`src/rtl/util_dac_timestamp_gen.sv`:
```
// DAC sample timestamp generator: loads immediately or on a synchronised trigger
// edge, advances per dac_valid strobe, and counts sample underflows while running.
module util_dac_timestamp_gen #(
  parameter int SAMPLES_PER_VALID   = 1,
  parameter int TRIGGER_SYNC_STAGES = 2
) (
  input  logic        dac_clk,
  input  logic        resetn,
  input  logic        enable,
  input  logic        dac_valid,
  input  logic        data_valid,
  input  logic [63:0] load_value,
  input  logic        load_now,
  input  logic        load_arm,
  input  logic        trigger,
  input  logic        underflow_clear,
  output logic [63:0] timestamp,
  output logic        timestamp_valid,
  output logic [1:0]  state,
  output logic [31:0] underflow_count,
  output logic        underflow_flag
);

  typedef enum logic [1:0] {
    ST_IDLE    = 2'd0,
    ST_ARMED   = 2'd1,
    ST_RUNNING = 2'd2
  } state_t;

  localparam logic [63:0] TS_INC = 64'(SAMPLES_PER_VALID);
  localparam logic [31:0] UF_MAX = 32'hFFFF_FFFF;

  state_t                         state_r;
  state_t                         state_next_s;
  logic [63:0]                    ts_r;
  logic [63:0]                    ts_next_s;
  logic                           ts_valid_r;
  logic [TRIGGER_SYNC_STAGES-1:0] sync_r;
  logic                           trig_last_r;
  logic                           trig_edge_r;
  logic                           uf_event_s;
  logic [31:0]                    uf_count_r;
  logic                           uf_flag_r;

  // Trigger synchroniser; the edge pulse is registered so the load lands one cycle later.
  always_ff @(posedge dac_clk or negedge resetn) begin
    if (!resetn) begin
      sync_r      <= '0;
      trig_last_r <= 1'b0;
      trig_edge_r <= 1'b0;
    end else begin
      sync_r      <= {sync_r[TRIGGER_SYNC_STAGES-2:0], trigger};
      trig_last_r <= sync_r[TRIGGER_SYNC_STAGES-1];
      trig_edge_r <= sync_r[TRIGGER_SYNC_STAGES-1] & ~trig_last_r;
    end
  end

  // Next-state and next-timestamp; loads always win over increments.
  always_comb begin
    state_next_s = state_r;
    ts_next_s    = ts_r;
    if (!enable) begin
      state_next_s = ST_IDLE;
    end else begin
      case (state_r)
        ST_IDLE: begin
          if (load_now) begin
            ts_next_s    = load_value;
            state_next_s = ST_RUNNING;
          end else if (load_arm) begin
            state_next_s = ST_ARMED;
          end else begin
            state_next_s = ST_IDLE;
          end
        end
        ST_ARMED: begin
          if (load_now || trig_edge_r) begin
            ts_next_s    = load_value;
            state_next_s = ST_RUNNING;
          end else begin
            state_next_s = ST_ARMED;
          end
        end
        ST_RUNNING: begin
          if (load_now) begin
            ts_next_s = load_value;
          end else if (load_arm) begin
            state_next_s = ST_ARMED;
          end else if (dac_valid) begin
            ts_next_s = ts_r + TS_INC;
          end else begin
            ts_next_s = ts_r;
          end
        end
        default: begin
          state_next_s = ST_IDLE;
        end
      endcase
    end
  end

  // State, timestamp and valid registers.
  always_ff @(posedge dac_clk or negedge resetn) begin
    if (!resetn) begin
      state_r    <= ST_IDLE;
      ts_r       <= 64'd0;
      ts_valid_r <= 1'b0;
    end else begin
      state_r    <= state_next_s;
      ts_r       <= ts_next_s;
      ts_valid_r <= (state_next_s == ST_RUNNING);
    end
  end

  assign uf_event_s = (state_r == ST_RUNNING) && dac_valid && !data_valid;

  // Saturating underflow counter; a coincident event survives a clear.
  always_ff @(posedge dac_clk or negedge resetn) begin
    if (!resetn) begin
      uf_count_r <= 32'd0;
      uf_flag_r  <= 1'b0;
    end else if (underflow_clear) begin
      uf_count_r <= uf_event_s ? 32'd1 : 32'd0;
      uf_flag_r  <= uf_event_s;
    end else if (uf_event_s) begin
      uf_count_r <= (uf_count_r == UF_MAX) ? uf_count_r : uf_count_r + 32'd1;
      uf_flag_r  <= 1'b1;
    end else begin
      uf_count_r <= uf_count_r;
      uf_flag_r  <= uf_flag_r;
    end
  end

  assign timestamp       = ts_r;
  assign timestamp_valid = ts_valid_r;
  assign state           = state_r;
  assign underflow_count = uf_count_r;
  assign underflow_flag  = uf_flag_r;

endmodule

```
`config.mk`:
```
export PLATFORM = sky130hd
export DESIGN_NAME = util_dac_timestamp_gen
export DESIGN_NICKNAME = d
export VERILOG_FILES = /design/src/rtl/util_dac_timestamp_gen.sv
export SDC_FILE = /design/constraint.sdc
export NUM_CORES = 1
export LEC_CHECK = 0
export CORE_MARGIN = 3
export CORE_UTILIZATION = 40
export CTS_CLUSTER_DIAMETER = 80
export CTS_CLUSTER_SIZE = 25
export DETAILED_ROUTE_END_ITERATION = 16
export HOLD_SLACK_MARGIN = 0.05
export MAX_ROUTING_LAYER = met4
export PLACE_DENSITY = 0.71
export SYNTH_ARGS = -nofsm -noshare
export SYNTH_HDL_FRONTEND = slang
export SYNTH_SLANG_ARGS = --single-unit
```
`constraint.sdc`:
```
create_clock -name dac_clk -period 2.2 [get_ports dac_clk]
set_clock_uncertainty 0.2 [all_clocks]
set_input_delay 0.44 -clock dac_clk [delete_from_list [all_inputs] [get_ports dac_clk]]
set_output_delay 0.44 -clock dac_clk [all_outputs]
set_load 0.005 [all_outputs]
```
==> summary.md <==
| Metric | Value |
|---|---|
| Total GRT Usage | `0.268` |
| Slowest-stage cell, CP | `dfrtp_1` |
| Flops & latches, synth | `104` |
| Rel. slew slack | `0.658` |
| Critical path data arrival time | `2.46 ns` |
| Remaining antenna violation count | `0` |
| Drt via density | `5.92` |
| Reg2Reg Depth | `7` |
| Std cell rows | `45` |
| EDFF count, synth | `0` |
| Initial Utilization | `0.412` |
| Root buffer cell | `clkbuf_16` |
| Synthesis Warnings | `0` |
| Num CTS Buffers | `9` |
| Post-DR wirelength/cell | `18.9 microns` |
| Fin crit share | `1.11` |
| Min-Delay Path Class | `flop to flop` |
| Die area | `0.0173 sq mm` |
| Clock Pin Slew Worst Setup and Hold Paths | `0.07 ns` |
| Max IR drop VDD | `0.000451 V` |
| Area Growth Syn to Fin | `70.0%` |
| Worst-Margin Slew | `0.513 ns` |
| Worst path max stage delay | `0.38 ns` |
| Synth Instances | `751` |
| Gp weighted congestion | `0.922` |
| Sequential Area | `0.00260 sq mm` |
| # DRC | `0` |
| First-pass detailed-route iteration total | `5` |
| Post-Syn Nets | `826` |
| Number of antenna violations at the first check in global routing | `0` |
| CP startpoint kind | `flop` |
| Syn Std Cell Area | `0.00630 sq mm` |
| Critical path cell sequence | `nand4_1 -> buf_4 -> nor4_4 -> nand4_1 -> buf_4 -> o311ai_4 -> o311ai_4` |
| Static Leak | `4.47 nW` |
| Via count | `7702` |
| Seq/Total Area, Yosys | `0.413` |
| CTS tree | `yes` |
| Setup violators final | `32` |
| Total of max-cap violations | `0` |
| Non-Filler Instances | `1302` |
| Critical path type | `flop to flop` |
| Fmax | `411 MHz` |
| CTS max path bufs | `2` |
| GRT overflow | `0` |
| Ys flop type | `dfrtp_1` |
| Share of layout cells above drive strength 1 | `0.290` |
| Largest net degree at the start of global routing | `36` |
| Multi-input gate area | `0.00405 sq mm` |
| Critical path required time | `2.23 ns` |
| Port bufs | `172` |
| Post-Place Cells | `1250` |
| Ant diodes | `0` |
| Vias in the first global route | `7224` |
| Clk_lat worst skew | `0.36 ns` |
| Mean Syn Cell Area | `8.40 sq um` |
| H-Tree Depth | `3` |
| Setup WS post-layout | `-0.234 ns` |
| Async S/R FF share, synth | `1.00` |
| First-pass GRT wire length | `37.0 mm` |
| Final min period | `2.43 ns` |
| Final cell utilization of the core | `0.700` |
| Iteration-0 DRC Markers | `759` |
| Pins over their slew limit | `0` |
| CTS sink cnt | `104` |
| Power per cell area | `633 mW/mm^2` |
| Detailed placement HPWL | `16.8 mm` |
| Worst Path Max Fanout | `3` |
| Crit. End Element | `flop` |
| Hold Path Stages | `0` |
| Die Y | `132 microns` |
| Fill count | `1148` |
| Status | `complete, but fails checks` |
| Core box area | `0.0153 sq mm` |
| Failing checks | `negative setup slack` |
| Final nets | `1161` |
| Synth cell types | `67` |
| Endpoints failing hold | `0` |
| RSZ-0062 raised after global routing | `true` |
| Io pins | `173` |
| Detailed Route WL | `24.6 mm` |
| Die outline width | `132 microns` |
## synthesized netlist by cell type, types with 3 or more instances
master,n,area [sq um]
and3_1,25,156
o21a_1,3,22.5
buf_1,3,11.3
xnor2_1,8,70.1
inv_1,9,33.8
nand2b_1,4,25.0
and2_1,11,68.8
nor3_1,19,95.1
buf_4,3,22.5
o21ai_1,3,15.0
o22a_1,10,87.6
nor4_1,7,43.8
nor2b_1,4,25.0
buf_2,3,15.0
a22oi_1,4,30.0
nand4_1,46,288
nand3_1,51,255
xor2_1,16,140
nor2_1,84,315
clkbuf_1,37,139
dfrtp_1,104,2600
a21oi_1,67,335
and4_1,11,96.3
o22ai_1,25,156
a2bb2oi_1,21,184
nand2_1,62,233
or3_1,7,43.8
a31oi_1,9,56.3
mux2i_1,3,30.0
o21ai_0,38,190
a211oi_1,5,37.5
## report_power, final
| group | total [mW] | internal (mW) | switching, mW | leakage [nW] |
|---|---|---|---|---|
| combinational | 2.69 | 1.47 | 1.21 | 3.06 |
| clock | 1.71 | 0.919 | 0.790 | 0.145 |
| sequential | 2.39 | 2.17 | 0.223 | 1.26 |
## metrics by stage
step	setup TNS [ns]	setup slack (ns)	total power [mW]	hold slack (ns)	cell area, sq um
after floorplan	-0.560	-0.204	3.23	-0.0556	6320
after detailed placement	-22.70	-0.565	4.75	0.148	9430
after global routing	-5.22	-0.268	7.06	0.165	10700
after global placement	-20.62	-0.517	4.72	0.137	9430
after CTS	-0.427	-0.0795	6.51	0.157	9950
final	-1.75	-0.234	6.79	0.168	10700
## what timing repair did
action	4_1_cts	5_1_grt
hold endpoints to repair	30	0
setup buffers	11	22
hold buffers	1	0
pin swaps	25	61
cloned	0	3
setup endpoints to repair	35	64
resized for setup	28	116
## worst paths after layout
kind / endpoint / from / slack [ns]
min reg2reg: sync_r[1] / sync_r[0] / 0.17
max: timestamp[56] / timestamp[18] / -0.23
max reg2reg: timestamp[56] / timestamp[18] / -0.23
min: sync_r[1] / sync_r[0] / 0.17
min in group asynchronous: timestamp[0] / resetn / 0.41
max in group asynchronous: timestamp[47] / resetn / 0.73
## layout make-up
type / count / share of cell area
multi-input combinational: 590 / 0.377
timing repair buffer: 371 / 0.323
sequential: 104 / 0.243
tap: 211 / 0.0246
clock buffer: 10 / 0.0223
clock inverter: 6 / 0.00630
inverter: 10 / 0.00350
## worst max-delay path: cells and delay by family (launching register included)
kind	cells	cell delay (ns)
AOI/OAI and AO/OA	2	0.43
buffers and inverters	2	0.47
DFF	1	0.38
and+or+nand+nor	3	0.81
## registers in the layout, indices dropped and copies added (netlist names)
name             flops
underflow_flag       1
timestamp_valid      1
underflow_count     32
trig_last_r          1
timestamp           64
sync_r               2
state                2
trig_edge_r          1
## cells by family (layout without fill, tap and decap cells)
family                     Yosys count  after routing  synth area share
AOI/OAI and AO/OA                  207            207             0.208
adders and majority gates            2              2           0.00397
muxes                                5              5           0.00893
xor gates and xnor gates            24             24            0.0333
DFF                                104            104             0.413
and+or+nand+nor                    352            352             0.295
buffers and inverters               57            397            0.0375
## layer usage
layer | wire length [microns] | global-route usage | share of wire
met1 | 10200 | 0.362 | 0.42
met2 | 11600 | 0.414 | 0.47
met3 | 2160 | 0.0628 | 0.088
met4 | 566 | 0.0595 | 0.023
met5 | 0 | - | 0
## layout by cell type, fill, tap and decap left out, types with 5 or more instances in the layout
master / netlist / routed
dfrtp_1: 104 / 103
o22ai_2: 0 / 6
and3_1: 25 / 21
nand2_1: 62 / 61
and4_1: 11 / 6
o22a_1: 10 / 10
a21oi_2: 0 / 20
nand4_1: 46 / 46
nand3_1: 51 / 42
o22ai_1: 25 / 19
a31oi_1: 9 / 9
dlymetal6s2s_1: 0 / 6
nand3_4: 0 / 6
nor3_1: 19 / 10
or3_1: 7 / 5
nor2_2: 0 / 5
a2bb2oi_2: 0 / 10
clkbuf_16: 0 / 12
and2_1: 11 / 9
xor2_1: 16 / 16
nor3_2: 0 / 7
buf_6: 1 / 12
xnor2_1: 8 / 8
nor2_1: 84 / 77
buf_4: 3 / 172
o21ai_1: 3 / 6
nor4_4: 2 / 5
clkdlybuf4s50_1: 0 / 162
buf_12: 0 / 9
a21oi_1: 67 / 46
a2bb2oi_1: 21 / 11
o21ai_0: 38 / 34
inv_1: 9 / 9
No activity file was read; power rests on OpenSTA's default activity.
